### src/rtl/branch_predictor_pkg.sv
// Shared pipeline constants for the branch predictor: counter encodings,
// default table depth and PC bit positions for index/tag extraction.
package branch_predictor_pkg;

    typedef enum logic [1:0] {
        SNT = 2'b00,
        WNT = 2'b01,
        WT  = 2'b10,
        ST  = 2'b11
    } ctr_t;

    localparam int unsigned DEF_ENTRIES = 16;
    localparam int unsigned PC_W        = 32;
    localparam int unsigned IDX_LSB     = 2;

endpackage

### src/rtl/branch_predictor_sat_counter2.sv
// Two-bit saturating predictor counter: steps toward ST on taken,
// toward SNT on not-taken, and holds at either end.
module sat_counter2
    import branch_predictor_pkg::*;
(
    input  ctr_t state,
    input  logic taken,
    output ctr_t next_state
);

    always_comb begin
        next_state = state;
        unique case (state)
            SNT: next_state = taken ? WNT : SNT;
            WNT: next_state = taken ? WT  : SNT;
            WT:  next_state = taken ? ST  : WNT;
            ST:  next_state = taken ? ST  : WT;
            default: next_state = state;
        endcase
    end

endmodule

### src/rtl/branch_predictor.sv
// Direct-mapped branch target buffer with 2-bit direction counters,
// zero-latency lookup from registered state and saturating statistics.
module branch_predictor
    import branch_predictor_pkg::*;
#(
    parameter int unsigned ENTRIES = DEF_ENTRIES,
    parameter int unsigned CNT_W   = 16
) (
    input  logic             clk,
    input  logic             rst,
    input  logic [PC_W-1:0]  PC_F,
    output logic             Br_Dectected,
    output logic             Br_PredictedBit,
    output logic [PC_W-1:0]  Pred_Target,
    input  logic             Br_Dectected_Ex,
    input  logic [PC_W-1:0]  PC_Ex,
    input  logic             Br_Taken_Ex,
    input  logic [PC_W-1:0]  Target_Ex,
    input  logic             Pred_Taken_Ex,
    output logic             Mispredict,
    output logic [CNT_W-1:0] Br_Count,
    output logic [CNT_W-1:0] Miss_Count
);

    localparam int unsigned IDX     = $clog2(ENTRIES);
    localparam int unsigned TAG_LSB = IDX_LSB + IDX;
    localparam int unsigned TAG_W   = PC_W - TAG_LSB;

    logic             valid_q [ENTRIES];
    logic [TAG_W-1:0] tag_q   [ENTRIES];
    ctr_t             ctr_q   [ENTRIES];
    logic [PC_W-1:0]  tgt_q   [ENTRIES];

    logic [IDX-1:0]   f_idx, e_idx;
    logic [TAG_W-1:0] f_tag, e_tag;
    logic             f_hit, e_hit;
    ctr_t             e_next;

    assign f_idx = PC_F[IDX_LSB +: IDX];
    assign f_tag = PC_F[PC_W-1:TAG_LSB];
    assign e_idx = PC_Ex[IDX_LSB +: IDX];
    assign e_tag = PC_Ex[PC_W-1:TAG_LSB];

    // Lookup reads only registered contents, so a same-cycle update is not visible yet
    always_comb begin
        f_hit           = valid_q[f_idx] && (tag_q[f_idx] == f_tag);
        Br_Dectected    = f_hit;
        Br_PredictedBit = f_hit & ctr_q[f_idx][1];
        Pred_Target     = f_hit ? tgt_q[f_idx] : '0;
    end

    assign e_hit      = valid_q[e_idx] && (tag_q[e_idx] == e_tag);
    assign Mispredict = Br_Dectected_Ex & (Br_Taken_Ex ^ Pred_Taken_Ex);

    sat_counter2 u_sat (
        .state      (ctr_q[e_idx]),
        .taken      (Br_Taken_Ex),
        .next_state (e_next)
    );

    always_ff @(posedge clk or posedge rst) begin
        if (rst) begin
            for (int unsigned i = 0; i < ENTRIES; i++) begin
                valid_q[i] <= 1'b0;
                tag_q[i]   <= '0;
                ctr_q[i]   <= WNT;
                tgt_q[i]   <= '0;
            end
        end else if (Br_Dectected_Ex) begin
            valid_q[e_idx] <= 1'b1;
            tag_q[e_idx]   <= e_tag;
            if (e_hit) begin
                ctr_q[e_idx] <= e_next;
            end else begin
                ctr_q[e_idx] <= Br_Taken_Ex ? WT : WNT;
            end
            // A miss always installs the target; a hit refreshes it only when taken
            if (!e_hit || Br_Taken_Ex) begin
                tgt_q[e_idx] <= Target_Ex;
            end
        end
    end

    always_ff @(posedge clk or posedge rst) begin
        if (rst) begin
            Br_Count   <= '0;
            Miss_Count <= '0;
        end else if (Br_Dectected_Ex) begin
            if (Br_Count != '1) begin
                Br_Count <= Br_Count + 1'b1;
            end
            if (Mispredict && (Miss_Count != '1)) begin
                Miss_Count <= Miss_Count + 1'b1;
            end
        end
    end

endmodule

### config.mk
export PLATFORM = sky130hd
export DESIGN_NAME = branch_predictor
export DESIGN_NICKNAME = d
export VERILOG_FILES = /design/src/rtl/branch_predictor_pkg.sv /design/src/rtl/branch_predictor_sat_counter2.sv /design/src/rtl/branch_predictor.sv
export SDC_FILE = /design/constraint.sdc
export NUM_CORES = 2
export LEC_CHECK = 0
export BUFFER_PORTS_ARGS = -buffer_cell sky130_fd_sc_hd__buf_4
export CAP_MARGIN = 20
export CORE_MARGIN = 5
export CORE_UTILIZATION = 25
export DETAILED_ROUTE_END_ITERATION = 8
export SYNTH_ARGS = -nofsm -noshare
export SYNTH_HDL_FRONTEND = slang
export SYNTH_SLANG_ARGS = --single-unit
### constraint.sdc
create_clock -name clk -period 95.8 [get_ports clk]
set_input_delay 19.16 -clock clk [delete_from_list [all_inputs] [get_ports clk]]
set_output_delay 19.16 -clock clk [all_outputs]
set_load 0.1 [all_outputs]
Word-level counts from Yosys, hierarchy flattened
Cells that the tools add are included.
- bitwise gates (word level): 6
- $add $sub $neg: 2
- equality and inequality tests: 7
- reduce and logical (&&, ||, !) cells: 10
- multiplexer cells: 41
- magnitude comparators: 3
- operators by type and width (cell ; count):
    $bwmux 512 ; 1
    $bwmux 416 ; 1
    $bmux 26 s4 ; 2
    $mux 32 ; 5
    $mux 26 ; 5
    $bmux 32 s4 ; 1
    $demux 32 s4 ; 1
    $demux 26 s4 ; 1
    $bwmux 32 ; 2
    $eq 26x26->1 ; 2
    $add 16x1->16 const B ; 2
    $ne 16x16->1 const B ; 2
    $bmux 2 s4 ; 2
    $mux 2 ; 8
    $or 16x16->16 ; 1
    $ge 5x5->1 const B ; 2
    $not 4->5 ; 2
    $bmux 1 s4 ; 2
    $demux 2 s4 ; 1
    $pmux 2 s4 ; 1
    $mux 1 ; 7
    $reduce_and 2->1 ; 3
    $lt 5x1->1 const B ; 1
    $demux 1 s4 ; 1
    8 further kinds ; 13
- word-level logic and storage cells: 135
- bits of input ports: 101
- output and inout bits: 67
- bits in registers: 1008

Longest topological paths before layout
- word-level depth: 9
- gate-level depth with buffers: 16
- mapped depth without buffers: 9

Cells and area by module
From an unflattened synthesis, not the netlist that was laid out.
- cell total of the unflattened synthesis: 3194
- area total of the unflattened synthesis: 50116.8 µm²
- by module, submodules not included (module ; area an instance (µm²) ; cells an instance ; seq. area each (µm²) ; times used):
    branch_predictor ; 50090.5 ; 3191 ; 25244.2 ; 1
    sat_counter2 ; 26.3 ; 3 ; 0.0 ; 1

Worst setup path after synthesis
Ideal clock, no wire load.
- kind: in2out
- from: input PC_F[2]
- to: output Pred_Target[10]
- buffers on the path: 4
- stages on the path: 10
- setup slack: 53.274 ns
- required time: 76.640 ns
- arrival: 23.366 ns
- path through: clkbuf_1 > buf_2 > buf_1 > mux4_2 > mux4_2 > xor2_1 > nor4_1 > nand4_1 > clkbuf_1 > nor2b_1
- longest elaborated chain between the ends: 7
- elaborated cells on any way between the ends: 13
- those cells by class: eq/ne: 1; mux: 10; bitwise: 1; reduce/logical: 1
- ends and longest elaborated chain (element ; line ; text):
    from (decl) ; branch_predictor.sv:11 ; input logic [PC_W-1:0] PC_F,
    $not 4->5 (implied by the code) (*) ; branch_predictor.sv:46, branch_predictor.sv:49 ;
    $bmux 26 s4 ; branch_predictor.sv:46 ; f_hit = valid_q[f_idx] && (tag_q[f_idx] == f_tag);
    $mux 26 (implied by the code) (2 in series) ; branch_predictor.sv:46 ;
    $eq 26x26->1 ; branch_predictor.sv:46 ;
    $logic_and 1x1->1 ; branch_predictor.sv:46 ;
    $mux 32 (*) ; branch_predictor.sv:49 ; Pred_Target = f_hit ? tgt_q[f_idx] : '0;
    to (decl) ; branch_predictor.sv:14 ; output logic [PC_W-1:0] Pred_Target,
Every way passes the cells marked *; elsewhere a longest branch is shown, timed or not. The select of a mux whose other input is x is not followed.

Worst setup path in the final report
- from: input PC_F[2]
- to: output Pred_Target[30]
The elaborated chain is that of the path after synthesis.

==> flow_metrics.py <==
metrics = {
    "synth": {
        "netlist_top_cells_area": "dfrtp_1 48%, mux4_2 17%, mux2_2 13%",
        "ys_async_sr_fraction_pct": 100,
        "muxShareOfSynthArea_pct": 40.8,
        "synth-simple-area-share_pct": 3.32,
        "yosysTopAreaCellShare_pct": 48.4,
        "ys_seq_area_share_pct": 49.2,
        "synth-seq-cells": 1008,
        "synth_fa_ha_area_share_pct": 0.0487,
        "synth_top_area_cell": "dfrtp_1",
        "synthXorXnorAreaFrac_pct": 1.36,
        "synth_area_per_cell_sq_um": 15.7,
        "ys_warn_count": 0,
        "synth_compound_area_share_pct": 2.22,
        "synth_common_cells": "992 x dfrtp_1, 611 x mux2_2, 387 x mux4_2",
        "yosysMostFrequentCell": "dfrtp_1",
        "synth.cell_area_sq_um": 51300,
        "synth_top_family_by_area": "multiplexers",
        "synth_cells": 3263,
        "synth_ff_type": "dfrtp_1",
        "synth_cell_types": 70,
        "syn_nets": 3366,
        "synth-edff-count": 0,
    },
    "global_route": {
        "grt.overflow.total": 0,
        "antenna_found_initial": 20,
        "gr-usage-all-layers_pct": 13.8,
        "grt_pass1_vias": 31500,
        "grt_max_degree": 155,
        "grt_pass1_wl_um": 222000,
    },
    "clock_network": {
        "cts.htree.levels": 3,
        "cts.sinks": 1008,
        "clock_path_buffers": 3,
        "cts-resized-gates": 0,
        "clock_latency_ns": 0.77,
        "post_cts_buffers": 0,
        "numCtsBuffers": 117,
        "clkTransAtPathRegs_ns": 0.06,
        "cts_tree": "done",
        "cts_root_buf": "clkbuf_16",
        "hold_buffers": 0,
    },
    "routing": {
        "routed_wl_um": 151000,
        "detailroute.via_count": 29900,
        "antenna_left": 0,
        "vias_per_cell": 4.88,
        "wl_per_cell_um": 24.7,
        "dr.first_iter.drc_count": 2280,
        "drc": 0,
        "dr.pass1.iters": 5,
    },
    "pwr": {
        "seqPwrFrac_pct": 43.6,
        "pwr-share-comb_pct": 22.5,
        "peakVddDrop_uv": 16.6,
        "swShare_pct": 28.2,
        "power_frac_clock_pct": 33.9,
        "leakage_nw": 24.4,
        "intPower_mw": 0.969,
        "p_per_area_nw_per_um2": 22.8,
        "p_sw_mw": 0.380,
    },
    "timing": {
        "fmaxAchievable_mhz": 22.7,
        "setup_viol": 0,
        "slew_violations": 0,
        "fin_skew_ns": 0.0446,
        "rsz0062_at_grt": "no",
        "hold_viol_final": 0,
        "fin_setup_tns_ns": 0,
        "setup_ws_ns": 51.79,
        "min_period_ns": 44.01,
        "worst_slew_pin_slew_ns": 1.10,
        "period_share_pct": 45.9,
        "slew_headroom_pct": 25.1,
    },
    "worst_setup_path": {
        "critPathMaxFanout": 46,
        "crit_slowest_cell": "buf_4",
        "arrival_ns": 24.85,
        "max_stage_delay_ns": 0.85,
        "cp-start-kind": "input pin",
        "cp.required_ns": 76.64,
        "endpoint_kind": "primary output",
        "crit_type": "input pin to primary output",
        "crit_top_cell": "buf_4",
        "r2r_setup_slack_ns": 90.63,
        "cpLargestDelayFamily": "buffers and inverters",
        "cp.buffers_inverters": 5,
        "cp_cell_sequence": "buf_8, buf_4, buf_4, mux4_2, mux4_2, xnor2_1, nand4_1, nor3_1, nand4_1, buf_4, nor2b_1, buf_4",
    },
    "cells_and_area": {
        "finalNetCount": 3426,
        "syn2layout_area_growth_pct": 15.2,
        "drive_above_1_share_pct": 51.7,
        "fillCellCount": 20400,
    },
    "placement": {
        "dp_hpwl_um": 84600,
        "port_buffers": 163,
        "dp_slack_ns": 51.90,
        "gp_congestion": 0.818,
    },
    "floorplanning": {
        "die_w_um": 463,
        "rows": 166,
        "die_y_um": 463,
        "initial_core_util_pct": 25.1,
        "core-area_sq_um": 204000,
        "die-area_sq_um": 215000,
        "io_pins": 168,
    },
    "hold_path": {
        "hp-class": "register to register",
    },
    "status": {
        "run_status": "completed",
    },
    "job": {
        "cap_viol_max_count": 0,
    },
}
## state kept, by name (all words and copies together) (netlist names)
| name | cells |
|---|---|
| tgt_q | 512 |
| Br_Count | 16 |
| valid_q | 16 |
| tag_q | 416 |
| ctr_q | 32 |
| Miss_Count | 16 |
## final cells by class
type	count	area [sq um]	area share (%)
inverters	20	82.6	0.140
clock buffers	178	3510	5.93
clock inverters	37	429	0.726
diodes	10	25.0	0.0423
multi-input cells	1943	24600	41.6
flip-flops and latches	1008	25200	42.7
well taps	2688	3360	5.69
repair buffers	233	1870	3.15
## power groups by stage
stage / Clock (mW) / Sequential (mW) / Combinational [mW]
CTS: 0.472 / 0.586 / 0.305
global placement: 0 / 0.588 / 0.298
global route: 0.488 / 0.599 / 0.324
finish: 0.458 / 0.588 / 0.303
floorplan: 0 / 0.595 / 0.222
detailed placement: 0 / 0.593 / 0.304
## cells by family (layout without fill, tap and decap cells)
family,after synthesis,in the layout
mux,1392,1392
flops,1008,1008
buf+inv,312,468
simple gates,305,305
compound gates,164,164
xor+xnor,80,80
fa+ha+maj,2,2
other cells,0,10
## per-stage QoR
step	power, mW	utilization [%]	hold slack, ns	cell area, sq um	std cells
final	1.35	28.9	0.484	59200	6117
after global routing	1.41	28.9	0.499	59100	6110
after CTS	1.36	28.9	0.488	59000	6104
after detailed placement	0.896	27.0	0.470	55100	5889
after global placement	0.886	27.0	0.462	55100	5889
after floorplan	0.817	-	0.447	51300	3263
## layer usage
layer	GRT usage (%)	share of wire, %	up-vias	wire (um)
met1	18.9	45	16400	67400
met3	3.57	6.4	249	9710
met5	0	0.051	-	77
met2	21.3	46	815	69500
met4	4.28	2.9	12	4330
li1	-	-	12400	-
## cell usage in the layout (no fill, tap or decap), drive strengths merged, types with 25 or more instances in the layout
| master | count |
|---|---|
| o21ai | 51 |
| buf | 231 |
| dfrtp | 992 |
| nor3 | 28 |
| nand2 | 82 |
| mux2 | 918 |
| xnor2 | 45 |
| nor2b | 61 |
| nor2 | 34 |
| mux4 | 387 |
| mux2i | 87 |
| clkinv | 25 |
| xor2 | 35 |
| clkbuf | 180 |
## worst paths after layout
kind | depth (start not counted) | endpoint | startpoint
hold / removal | 1 | tgt_q[502] | tgt_q[502]
setup / recovery | 12 | Pred_Target[30] | PC_F[2]
max in group asynchronous | 9 | tgt_q[118] | rst
min in group asynchronous | 2 | Br_Count[14] | rst
hold reg to reg | 1 | tgt_q[502] | tgt_q[502]
setup reg to reg | 11 | tgt_q[169] | tag_q[104]
No activity file was read; power rests on OpenSTA's default activity.
